===== src/rtl/mastermind_pkg.sv =====
// Shared types and helpers for the Mastermind grading stage.
// Shape codes, slot geometry and grader state encoding.
package mastermind_pkg;

    localparam int SLOTS   = 4;
    localparam int SHAPE_W = 3;
    localparam int PAT_W   = SLOTS * SHAPE_W;

    typedef enum logic [SHAPE_W-1:0] {
        SH_0 = 3'd0,
        SH_1 = 3'd1,
        SH_2 = 3'd2,
        SH_3 = 3'd3,
        SH_4 = 3'd4,
        SH_5 = 3'd5,
        SH_6 = 3'd6,
        SH_7 = 3'd7
    } shape_e;

    typedef enum logic [1:0] {
        IDLE  = 2'd0,
        EXACT = 2'd1,
        COUNT = 2'd2,
        DONE  = 2'd3
    } grader_state_e;

    function automatic logic [2:0] popcount4(input logic [SLOTS-1:0] v);
        return {2'b00, v[0]} + {2'b00, v[1]}
             + {2'b00, v[2]} + {2'b00, v[3]};
    endfunction

    function automatic logic [2:0] min3(input logic [2:0] a,
                                        input logic [2:0] b);
        return (a < b) ? a : b;
    endfunction

    // Codes 0 and 7 are reserved (blank/unused) on the key front end.
    function automatic logic has_bad_shape(input logic [PAT_W-1:0] p);
        logic bad;
        bad = 1'b0;
        for (int k = 0; k < SLOTS; k++) begin
            if (p[k*SHAPE_W +: SHAPE_W] == SH_0 ||
                p[k*SHAPE_W +: SHAPE_W] == SH_7)
                bad = 1'b1;
        end
        return bad;
    endfunction

endpackage


===== src/rtl/shape_tally.sv =====
// Counts pattern slots holding a given shape, skipping masked slots.
// Purely combinational; one copy for the guess, one for the master.
module shape_tally
    import mastermind_pkg::*;
(
    input  logic [PAT_W-1:0]   pattern_i,
    input  logic [SLOTS-1:0]   excl_i,
    input  logic [SHAPE_W-1:0] shape_i,
    output logic [2:0]         count_o
);

    // Sum the non-excluded slots whose code equals shape_i.
    always_comb begin
        count_o = 3'd0;
        for (int k = 0; k < SLOTS; k++) begin
            if (!excl_i[k] && pattern_i[k*SHAPE_W +: SHAPE_W] == shape_i)
                count_o = count_o + 3'd1;
        end
    end

endmodule


===== src/rtl/mastermind_grader.sv =====
// Multi-cycle Mastermind grader: exact (znarly) and shape-only (zood) matches.
// Optional macro GRADER_SHAPE_VALIDATE_EN rejects guesses holding code 0 or 7.
module mastermind_grader
    import mastermind_pkg::*;
#(
    parameter int MAX_ROUNDS = 8
) (
    input  logic             clock,
    input  logic             reset_L,
    input  logic             clear_game,
    input  logic             grade,
    input  logic [PAT_W-1:0] guess,
    input  logic [PAT_W-1:0] master_pattern,
    output logic             busy,
    output logic             done,
    output logic [3:0]       znarly,
    output logic [3:0]       zood,
    output logic [3:0]       round_number,
    output logic             game_won,
    output logic             game_over,
    output logic             bad_guess
);

    grader_state_e state_q, state_d;

    logic [PAT_W-1:0]   guess_q, master_q;
    logic [SHAPE_W-1:0] shape_q;
    logic [3:0]         znarly_acc_q, zood_acc_q;
    logic [3:0]         znarly_q, zood_q, round_q;
    logic               won_q, over_q;

    logic               kill, start;
    logic [SLOTS-1:0]   eq;
    logic [2:0]         cg, cm;
    logic [3:0]         zood_sum, round_next;

    assign kill = !reset_L || clear_game;

`ifdef GRADER_SHAPE_VALIDATE_EN
    logic bad_q;
    logic reject;
    assign reject = (state_q == IDLE) && grade && !over_q
                  && has_bad_shape(guess);
    assign start  = (state_q == IDLE) && grade && !over_q
                  && !has_bad_shape(guess);
    assign bad_guess = bad_q;

    // One-cycle rejection pulse for a guess holding a reserved code.
    always_ff @(posedge clock) begin
        if (kill) bad_q <= 1'b0;
        else      bad_q <= reject;
    end
`else
    assign start     = (state_q == IDLE) && grade && !over_q;
    assign bad_guess = 1'b0;
`endif

    // Exact-match mask over the captured patterns.
    always_comb begin
        eq = '0;
        for (int k = 0; k < SLOTS; k++)
            eq[k] = guess_q[k*SHAPE_W +: SHAPE_W]
                 == master_q[k*SHAPE_W +: SHAPE_W];
    end

    shape_tally u_tally_guess (
        .pattern_i (guess_q),
        .excl_i    (eq),
        .shape_i   (shape_q),
        .count_o   (cg)
    );

    shape_tally u_tally_master (
        .pattern_i (master_q),
        .excl_i    (eq),
        .shape_i   (shape_q),
        .count_o   (cm)
    );

    assign zood_sum   = zood_acc_q + {1'b0, min3(cg, cm)};
    assign round_next = (round_q == 4'hF) ? round_q : round_q + 4'd1;

    // State register; clear and reset abort any grade in flight.
    always_ff @(posedge clock) begin
        if (kill) state_q <= IDLE;
        else      state_q <= state_d;
    end

    // Next-state: one exact pass, eight shape passes, one result cycle.
    always_comb begin
        state_d = state_q;
        unique case (state_q)
            IDLE:  if (start) state_d = EXACT;
            EXACT: state_d = COUNT;
            COUNT: if (shape_q == SH_7) state_d = DONE;
            DONE:  state_d = IDLE;
        endcase
    end

    // Status outputs decoded from state.
    always_comb begin
        busy = (state_q == EXACT) || (state_q == COUNT);
        done = (state_q == DONE);
    end

    // Datapath: capture, accumulate, and publish results at the last pass.
    always_ff @(posedge clock) begin
        if (kill) begin
            guess_q      <= '0;
            master_q     <= '0;
            shape_q      <= '0;
            znarly_acc_q <= '0;
            zood_acc_q   <= '0;
            znarly_q     <= '0;
            zood_q       <= '0;
            round_q      <= '0;
            won_q        <= 1'b0;
            over_q       <= 1'b0;
        end else begin
            if (start) begin
                guess_q  <= guess;
                master_q <= master_pattern;
            end
            if (state_q == EXACT) begin
                znarly_acc_q <= {1'b0, popcount4(eq)};
                zood_acc_q   <= '0;
                shape_q      <= SH_0;
            end
            if (state_q == COUNT) begin
                zood_acc_q <= zood_sum;
                shape_q    <= shape_q + 3'd1;
                if (shape_q == SH_7) begin
                    znarly_q <= znarly_acc_q;
                    zood_q   <= zood_sum;
                    round_q  <= round_next;
                    if (znarly_acc_q == 4'd4)
                        won_q <= 1'b1;
                    if (znarly_acc_q == 4'd4 ||
                        round_next == 4'(MAX_ROUNDS))
                        over_q <= 1'b1;
                end
            end
        end
    end

    assign znarly       = znarly_q;
    assign zood         = zood_q;
    assign round_number = round_q;
    assign game_won     = won_q;
    assign game_over    = over_q;

endmodule


===== config.mk =====
export PLATFORM = sky130hd
export DESIGN_NAME = mastermind_grader
export DESIGN_NICKNAME = d
export VERILOG_FILES = /design/src/rtl/mastermind_pkg.sv /design/src/rtl/shape_tally.sv /design/src/rtl/mastermind_grader.sv
export SDC_FILE = /design/constraint.sdc
export NUM_CORES = 1
export LEC_CHECK = 0
export CAP_MARGIN = 10
export CORE_MARGIN = 4
export CORE_UTILIZATION = 45
export CTS_BUF_LIST = sky130_fd_sc_hd__clkbuf_8
export CTS_CLUSTER_SIZE = 12
export DETAILED_ROUTE_END_ITERATION = 6
export HOLD_SLACK_MARGIN = 0.15
export PLACE_DENSITY = 0.72
export SYNTH_ARGS = -nofsm -noshare
export SYNTH_HDL_FRONTEND = slang
export SYNTH_SLANG_ARGS = --single-unit

===== constraint.sdc =====
create_clock -name clock -period 13.2 [get_ports clock]
set_input_delay 1.98 -clock clock [delete_from_list [all_inputs] [get_ports clock]]
set_output_delay 1.98 -clock clock [all_outputs]
set_load 0.02 [all_outputs]

=== After elaboration in Yosys (flattened, before gate mapping) ===
Index checks and enable logic that the tools add are counted.

* Flip-flop bits (word level): 49
* Memory bits (read-only): 0
* Latch bits: 0
* Output and inout bits: 17
* Memories kept: 0
* Memory bits (writable): 0

* Reductions and logical operators: 25
* Multipliers: 0
* Multiplexer cells: 17
* Bitwise gates (word level): 0
* Magnitude comparators: 1
* Add/sub/neg operators: 12
* Eq/ne operators: 21
* Div/mod/pow operators: 0
* Shift operators: 0

{| class="wikitable"
|+ Operator list
! operator !! number
|-
| $eq A3 B3 Y1 || 12
|-
| $mux W3 || 9
|-
| $add A3 B1 Y3 const B || 5
|-
| $mux W4 || 3
|-
| $logic_and A1 B1 Y1 || 10
|-
| $eq A4 B4 Y1 const B || 2
|-
| $pmux W2 S4 || 1
|-
| $eq A3 B3 Y1 const B || 2
|-
| $logic_not A1 Y1 || 6
|-
| $reduce_and A3 Y1 || 2
|-
| $add A1 B1 Y2 const B || 2
|-
| $add A4 B1 Y4 const B || 1
|-
| $add A4 B3 Y4 || 1
|-
| $eq A2 B2 Y1 const B || 2
|-
| $mux W2 || 2
|-
| $ne A2 B2 Y1 const B || 2
|-
| $reduce_and A2 Y1 || 2
|-
| $add A2 B1 Y3 || 1
|-
| $add A3 B1 Y3 || 1
|-
| $logic_or A1 B1 Y1 || 3
|-
| $lt A3 B3 Y1 || 1
|-
| $add A1 B1 Y2 || 1
|-
| $eq A2 B1 Y1 const B || 1
|-
| $logic_not A2 Y1 || 1
|-
| 2 further kinds || 3
|}

=== Depth between registers and ports, before layout ===
Gate-level depths: netlist of run 1.

* Depth after elaboration: 14
* Mapped depth: 22
* Gate-level depth less buffers: 22

=== Modules after synthesis ===
Synthesis of run 1 repeated with hierarchy kept, for this count alone.

* Cell total of the unflattened synthesis: 327
* Area, all modules: 2842.7 µm²

{| class="wikitable"
|+ By module, submodules not included
! module !! area each (µm²) !! instances !! cells each
|-
| mastermind_grader || 2324.7 || 1 || 269
|-
| shape_tally || 259.0 || 2 || 29
|}

=== Least setup slack after synthesis of run 1 ===
Ideal clock, no wire load.

* Kind: register to register
* Start: register master_q[4]
* End: register zood_acc_q[3]
* Arrival time: 4.524 ns
* Stages on the path, launching flop included: 21
* Path slack: 8.606 ns
* Cell sequence: dfxtp_1 > xor2_1 > nor3_1 > or4_1 > inv_1 > ha_1 > or4_1 > o21ai_0 > ha_1 > nor3_1 > a31oi_1 > ha_1 > a21o_1 > or4b_1 > nand3_1 > ha_1 > a21o_1 > a21oi_1 > xnor2_1 > nand3_1 > a21oi_1

* Longest elaborated chain between the ends: 12
* Elaborated cells on any way between the ends: 19
* Those cells by class: add/sub: 5; order compare: 1; eq/ne: 2; mux: 8; reduce/logical: 3

{| class="wikitable"
|+ RTL lines
! element !! RTL line !! text
|-
| start, declared || mastermind_grader.sv:26 || <nowiki>logic [PAT_W-1:0] guess_q, master_q;</nowiki>
|-
| start signal, assigned || mastermind_grader.sv:122 || <nowiki>master_q <= master_pattern;</nowiki>
|-
| $eq A3 B3 Y1 || mastermind_grader.sv:63 || <nowiki>== master_q[k*SHAPE_W +: SHAPE_W];</nowiki>
|-
| $logic_not A1 Y1 || shape_tally.sv:16 || <nowiki>if (!excl_i[k] && pattern_i[k*SHAPE_W +: SHAPE_W] == shape_i)</nowiki>
|-
| $logic_and A1 B1 Y1 || shape_tally.sv:16 ||
|-
| $mux W3 || shape_tally.sv:16 ||
|-
| $add A3 B1 Y3 || shape_tally.sv:17 || <nowiki>count_o = count_o + 3'd1;</nowiki>
|-
| $mux W3 || shape_tally.sv:16 ||
|-
| $add A3 B1 Y3 || shape_tally.sv:17 ||
|-
| $mux W3 || shape_tally.sv:16 ||
|-
| $lt A3 B3 Y1 || mastermind_pkg.sv:34 || <nowiki>return (a < b) ? a : b;</nowiki>
|-
| $mux W3 (*) || mastermind_pkg.sv:34 ||
|-
| $add A4 B3 Y4 (*) || mastermind_grader.sv:80 || <nowiki>assign zood_sum = zood_acc_q + {1'b0, min3(cg, cm)};</nowiki>
|-
| $mux W4 (*) || mastermind_grader.sv:129 || <nowiki>if (state_q == COUNT) begin</nowiki>
|-
| end signal, assigned || mastermind_grader.sv:130 || <nowiki>zood_acc_q <= zood_sum;</nowiki>
|-
| end, declared || mastermind_grader.sv:28 || <nowiki>logic [3:0] znarly_acc_q, zood_acc_q;</nowiki>
|}

Mark *: on every way between the ends. The rest lies on a longest branch, timed or not.
A chain may end at the register's enable or synchronous reset.

=== Final worst setup path of run 1 ===
* Start: register shape_q[2]
* End: register zood_acc_q[3]

* Longest elaborated chain between the ends: 13
* Elaborated cells on any way between the ends: 34
* Those cells by class: add/sub: 7; order compare: 1; eq/ne: 8; mux: 10; reduce/logical: 8

{| class="wikitable"
|+ RTL lines
! element !! RTL line !! text
|-
| start, declared || mastermind_grader.sv:27 || <nowiki>logic [SHAPE_W-1:0] shape_q;</nowiki>
|-
| start signal, assigned || mastermind_grader.sv:131 || <nowiki>shape_q <= shape_q + 3'd1;</nowiki>
|-
| $eq A3 B3 Y1 || shape_tally.sv:16 ||
|-
| $logic_and A1 B1 Y1 || shape_tally.sv:16 ||
|-
| $mux W1 || shape_tally.sv:16 ||
|-
| $add A1 B1 Y2 || shape_tally.sv:17 ||
|-
| $mux W3 || shape_tally.sv:16 ||
|-
| $add A3 B1 Y3 || shape_tally.sv:17 ||
|-
| $mux W3 || shape_tally.sv:16 ||
|-
| $add A3 B1 Y3 || shape_tally.sv:17 ||
|-
| $mux W3 || shape_tally.sv:16 ||
|-
| $lt A3 B3 Y1 || mastermind_pkg.sv:34 ||
|-
| $mux W3 (*) || mastermind_pkg.sv:34 ||
|-
| $add A4 B3 Y4 (*) || mastermind_grader.sv:80 ||
|-
| $mux W4 (*) || mastermind_grader.sv:129 ||
|}

Marked as above.

==> metrics.yaml, run 1 <==
status: "complete, no violations"
hold_depth: 2
htreeDepth: 2
nFillCells: 612
power_density_nw_per_um2: 100.3
grt_pass1_wl_mm: 10.67
wl_per_cell_um: 12.97
finalCoreUtilization_pct: 54.52
cap_violations: 0
start_kind: "flop"
swShare_pct: 31.93
antennaDiodeCount: 0
syn2layout_area_growth_pct: 17.66
grt-ovfl-total: 0
setup_tns_ns: 0
reg2regPathDepth: 19
regArea_um2: 980.9
wl_mm: 6.160
power_frac_clock_pct: 25.9
gp_congestion: 0.8863
portBuffers: 42
slew_headroom_pct: 41.38
die_area_um2: 7854
worst-path-max-fanout: 10
ys_seq_area_share_pct: 33.53
cts_buffers: 5
cellLeakagePower_nw: 1.434
synth_top_area_cell: "dfxtp_1"
synth_area_leaders: "dfxtp_1, ha_1, nand2_1"
grt_pass1_vias: 2380
root_buffer: "clkbuf_8"
antenna_found_initial: 0
synth_most_common_cell: "nand2_1"
synth_cell_types: 44
antenna_left: 0
pwr-share-seq_pct: 44.7
fin_skew_ns: 0.007388
fin_area_um2: 3442
nets: 449
dpl-instance-area_um2: 3359
grt_usage_pct: 16.88
first_pass_iters: 4
whs_ns: 0.4609
vdd_drop_max_uv: 55.85
die_x_um: 88.63
drive_above_1_share_pct: 4.020
dieHeight_um: 88.63
crit_type: "reg -> reg"
holdPathEnd: "znarly[1]$_SDFFE_PP0P_"
clk_pin_slew_ns: 0.09
routed_via_density: 5.253
drv_slew: 0
setup_violations: 0
initial_core_util_pct: 46.33
yosysTopAreaCellShare_pct: 33.53
clk_latency_ns: 0.30
grt_max_degree: 50
rrSetupSlack_ns: 8.07
core-area_um2: 6314
worstMarginPinSlew_ns: 0.8746
reg2reg_to: "zood_acc_q[3]$_SDFFE_PP0P_"
final_hold_viol_count: 0
ios: 45
cp.arrival_ns: 5.37
synth_enable_flop_cells: 0
path_common_cell: "ha_1"
p_int_mw: 0.2349
cts_tree: "built"
row_count: 29
fmax_mhz: 195.0
yosysWarnings: 0
ys.flop_type: "dfxtp_1"
cts_sinks: 49
p_total_mw: 0.3451
drt_iter0_drc: 145
period_share_pct: 38.86
via_count: 2495
regToRegStartpoint: "shape_q[2]$_SDFFE_PP0P_"
hp-class: "reg -> reg"
cts_hold_buf: 0
critPathCaptureType: "flop"
multi_input_area_um2: 1802
synth_seq_cells: 49
cp.required_ns: 13.44
synthesis.area_um2: 2925
min-delay-start: "znarly[1]$_SDFFE_PP0P_"
max_stage_delay_ns: 0.69
cts_setup_buffers: 0
synth_commonest_cells: "nand2_1, dfxtp_1, a21oi_1"
finalCriticalPeriod_ns: 5.129
post-dp-hpwl_mm: 4.543
cpMaxStageDelayCell: "dfxtp_1"
rsz0062_at_grt: "no"
async_flop_share_pct: 0
avgSynthCellArea_um2: 7.971
combinationalPowerShare_pct: 29.4
cts_resized: 0
power.switching_mw: 0.1102
cts_max_path_buffers: 2
synth_cells: 367
drc: 0
worstPathCellList: "xor2_1, or4_1, inv_1, ha_1, or4_1, o21ai_0, ha_1, nor3_1, a31oi_1, ha_1, a21o_1, or4b_1, nand3_1, ha_1, a21o_1, a21oi_1, xnor2_1, nand3_1, a21oi_1"
## critical path, delay by kind of cell (launching register included)
| family | cells | cell delay [ns] |
|---|---|---|
| and+or+nand+nor | 6 | 2.03 |
| AOI/OAI and AO/OA | 6 | 0.99 |
| xor gates and xnor gates | 2 | 0.30 |
| buffers and inverters | 1 | 0.08 |
| adders and majority gates | 4 | 0.97 |
| DFF | 1 | 0.69 |
## stage by stage
| step | std cells | worst slack [ns] |
|---|---|---|
| floorplan | 368 | 8.606 |
| global route | 475 | 7.751 |
| global placement | 468 | 8.202 |
| detailed placement | 468 | 8.058 |
| finish | 475 | 8.071 |
| CTS | 475 | 8.053 |
## how the worst max path moves through the flow
stage	depth (start not counted)	start	endpoint
final	19	shape_q[2]$_SDFFE_PP0P_	zood_acc_q[3]$_SDFFE_PP0P_
after detailed placement	19	shape_q[0]$_SDFFE_PP0P_	zood_acc_q[3]$_SDFFE_PP0P_
after floorplan	20	master_q[4]$_SDFFE_PP0P_	zood_acc_q[3]$_SDFFE_PP0P_
after global placement	17	shape_q[2]$_SDFFE_PP0P_	zood_acc_q[2]$_SDFFE_PP0P_
after global routing	20	shape_q[0]$_SDFFE_PP0P_	zood_acc_q[3]$_SDFFE_PP0P_
after CTS	19	shape_q[2]$_SDFFE_PP0P_	zood_acc_q[3]$_SDFFE_PP0P_
## flip-flops by register name, indices dropped and copies added, names as in the netlist, 3 cells and up
signal / cells
shape_q: 3
round_number: 4
zood: 4
znarly: 3
znarly_acc_q: 3
guess_q: 12
zood_acc_q: 4
master_q: 12
## power groups by stage
stage          Clock (mW)  Combinational [mW]  Sequential (mW)
5_1_grt            0.0958               0.116            0.155
3_5_place_dp            0               0.101            0.158
6_report           0.0894               0.101            0.154
3_3_place_gp            0              0.0979            0.158
2_1_floorplan           0              0.0757            0.157
4_1_cts            0.0912               0.101            0.154
## routing by layer
metal / wire length (µm) / vias to the layer above / GRT usage, %
met4: 172 / 0 / 6.593
met3: 194 / 15 / 2.886
met5: 0 / - / 0
met1: 2990 / 1147 / 22.25
met2: 2802 / 40 / 27.46
li1: - / 1293 / -
## cell families (layout without fill, tap and decap cells)
family                     Yosys count  after routing  share of synthesized area [%]
DFF                                 49             49                          33.53
adders and majority gates           23             23                          10.35
muxes                                4              4                          1.369
xor gates and xnor gates            41             41                          12.28
buffers and inverters               33             63                          5.004
other                                1              2                         0.1282
and+or+nand+nor                    149            149                          24.42
AOI/OAI and AO/OA                   67             67                          12.92
## placed cells by master, fill, tap and decap left out, types with 2 or more instances in the layout
cell,instances
buf_4,2
or3_4,2
inv_1,12
clkbuf_8,5
nand2b_1,10
conb_1,2
o21ai_1,3
a211oi_1,2
xor2_1,27
nand3b_1,2
or3_1,2
a22oi_1,2
nor2_1,24
a21oi_1,44
xnor2_1,14
a21o_1,2
o22a_1,2
nand2_1,70
nor3_1,5
and3_1,2
dfxtp_1,49
nand3_1,9
nand4_1,2
or4_1,3
nor4_1,4
nand4b_1,2
nor2b_1,3
ha_1,21
fa_1,2
o21ai_0,4
a31oi_1,4
clkdlybuf4s50_1,42
mux2i_1,4
or2_2,3
## layout make-up
class / instances / share of cell area, %
sequential: 49 / 28.50
timing repair buffer: 44 / 12.65
clock buffer: 5 / 1.999
tap: 77 / 2.799
multi-input combinational: 286 / 52.34
clock inverter: 2 / 0.3999
inverter: 12 / 1.309
Note: power is estimated with default switching activity, not from simulation.
==> inputs of run 2 (changes only) <==
- PLACE_DENSITY: 0.72 -> 0.74
- clock period: 13.2 -> 4.6 ns (I/O delays scaled with it)
==> run 2 against run 1 <==
Fmax is 13% higher. Cell area is 15% higher. Die area stayed put. Clock skew is 0.0054 ns higher. Hold slack worse by 0.0040 ns. Core utilization is 8.1 points higher. Sequential share of layout area is 3.5 points lower. Register-to-register slack worse by 8.0 ns. Power grew to 3.4 times the previous value. Via count is 5.5% higher. Largest power group unchanged.
==> metrics.yaml, run 2 (same netlist as run 1, synthesis figures left out) <==
status: "complete, no violations"
final_hold_viol_count: 0  # unchanged
antennaDiodeCount: 0  # unchanged
rsz0062_at_grt: "yes"
gp_congestion: 0.8250  # -6.9%
max_stage_delay_ns: 0.54  # -0.15 ns
vdd_drop_max_uv: 204.7  # +270%
drc: 0  # unchanged
grt_pass1_wl_mm: 10.47  # -1.9%
cts_max_path_buffers: 2  # unchanged
antenna_left: 0  # unchanged
ios: 45  # unchanged
final_common_cell: "nand2_1"
die_area_um2: 7854  # unchanged
largestRegisters: "guess_q x12, master_q x12"
row_count: 29  # unchanged
cts_tree: "built"
grt_max_degree: 50  # unchanged
portBuffers: 42  # unchanged
routed_via_density: 5.171  # -1.6%
antenna_found_initial: 0  # unchanged
clk_pin_slew_ns: 0.10  # about the same
post-dp-hpwl_mm: 4.715  # +3.8%
crit_type: "reg -> reg"
start_kind: "flop"
cp.arrival_ns: 4.79  # -0.58 ns
nets: 482  # +7.3%
die_x_um: 88.63  # unchanged
crit_family: "simple AND/OR/NAND/NOR gates"
drive_above_1_share_pct: 21.76  # +18 points
worst-path-max-fanout: 4  # -6
wl_per_cell_um: 13.03  # +0.44%
wl_mm: 6.630  # +7.6%
htreeDepth: 2  # unchanged
grt-ovfl-total: 0  # unchanged
cts_sinks: 49  # unchanged
cts_buffers: 5  # unchanged
critPathCaptureType: "flop"
cellLeakagePower_nw: 1.673  # +17%
grt_pass1_vias: 2364  # -0.67%
via_count: 2632  # +5.5%
rrSetupSlack_ns: 0.06  # -8.01 ns
fin_skew_ns: 0.01276  # +0.005376 ns
cpMaxStageDelayCell: "or4_4"
dieHeight_um: 88.63  # unchanged
syn2layout_area_growth_pct: 35.12
cp.required_ns: 4.85  # -8.59 ns
clk_latency_ns: 0.31  # about the same
power_density_nw_per_um2: 299.3  # +200%
cap_violations: 0  # unchanged
whs_ns: 0.4569  # -0.004034 ns
period_share_pct: 98.65  # +60 points
fmax_mhz: 220.4  # +13%
finalCoreUtilization_pct: 62.60  # +8.1 points
final_cell_mix: "nand2_1, dfxtp_1, clkdlybuf4s50_1"
crit_buf_inv: 2  # +1
finalCriticalPeriod_ns: 4.538  # -0.5911 ns
grt_usage_pct: 16.79  # -0.096 points
core-area_um2: 6314  # unchanged
slew_headroom_pct: 33.94  # -7.4 points
drv_slew: 0  # unchanged
initial_core_util_pct: 46.33  # unchanged
worstPathCellList: "buf_6, xor2_2, or4_4, inv_4, ha_4, or4_4, o21ai_2, ha_2, nor3_1, a31oi_1, ha_2, a21o_1, or4b_4, nand3_2, ha_4, a21o_1, a21oi_2, xnor2_2, nand3_1, a21oi_2"
worstMarginPinSlew_ns: 0.9855  # +0.1109 ns
setup_violations: 0  # unchanged
hp-class: "reg -> reg"
first_pass_iters: 4  # unchanged
drt_iter0_drc: 147  # +1.4%
root_buffer: "clkbuf_8"
==> run 2: changes by cell type in the layout (fill, tap and decap cells not counted), moves of 4 or more <==
cell / before / now
buf_4: 2 / 33
dfxtp_2: 0 / 7
xnor2_1: 14 / 10
dfxtp_1: 49 / 42
ha_4: 0 / 4
a21oi_1: 44 / 39
ha_1: 21 / 14
xnor2_2: 0 / 4
a21oi_2: 0 / 5
==> run 2: power by group <==
part | internal [mW] | leakage (nW) | switching (mW)
Clock | 0.181 | 0.0633 | 0.156
Sequential | 0.433 | 0.400 | 0.00907
Combinational | 0.206 | 1.21 | 0.197
==> run 2: metrics by stage <==
stage	total power [mW]	setup WS, ns	area, µm²	instances	TNS, ns
after global routing	1.252	-0.1216	3953	509	-0.3793
after floorplan	0.6676	0.005771	2929	368	0
after CTS	1.128	0.02583	3760	504	0
final	1.183	0.06191	3953	509	0
after global placement	0.7639	-0.06072	3562	495	-0.2044
after detailed placement	0.7739	-0.2329	3562	495	-1.102
==> run 2: metal layers <==
metal | vias up | share of wire [%] | global-route usage, %
met2 | 51 | 50 | 29.35
met1 | 1216 | 45 | 20.79
li1 | 1358 | - | -
met4 | 0 | 1.4 | 6.044
met5 | - | 0 | 0
met3 | 7 | 3.0 | 2.607
==> run 2: final timing paths <==
| kind | start | endpoint | cells past startpoint |
|---|---|---|---|
| min reg2reg | znarly[2]$_SDFFE_PP0P_ | znarly[2]$_SDFFE_PP0P_ | 2 |
| max reg2reg | guess_q[3]$_SDFFE_PP0P_ | zood_acc_q[3]$_SDFFE_PP0P_ | 20 |
| min | znarly[2]$_SDFFE_PP0P_ | znarly[2]$_SDFFE_PP0P_ | 2 |
| max | guess_q[3]$_SDFFE_PP0P_ | zood_acc_q[3]$_SDFFE_PP0P_ | 20 |
==> run 2: worst register-to-register path, cell delays in order, from the launching register on <==
cell and delay (ns):
dfxtp_2 0.35, buf_6 0.12, xor2_2 0.16, or4_4 0.54, inv_4 0.08, ha_4 0.19, or4_4 0.42, o21ai_2 0.14
ha_2 0.29, nor3_1 0.15, a31oi_1 0.08, ha_2 0.20, a21o_1 0.20, or4b_4 0.53, nand3_2 0.10, ha_4 0.20
a21o_1 0.16, a21oi_2 0.18, xnor2_2 0.14, nand3_1 0.11, a21oi_2 0.15
==> run 2: repair_timing <==
item                       4_1_cts  5_1_grt
resized for setup               20       31
setup endpoints to repair        6        6
hold endpoints to repair         0        0
setup buffers                    1        5
pin swaps                       17       15
hold buffers                     0        0
==> run 2: area by class of cell <==
class	instances	area [µm²]
tap	77	96.34
sequential	49	989.7
timing repair buffer	77	690.7
fill	539	2361
multi-input combinational	286	2004
clock buffer	6	82.58
clock inverter	2	41.29
inverter	12	47.55
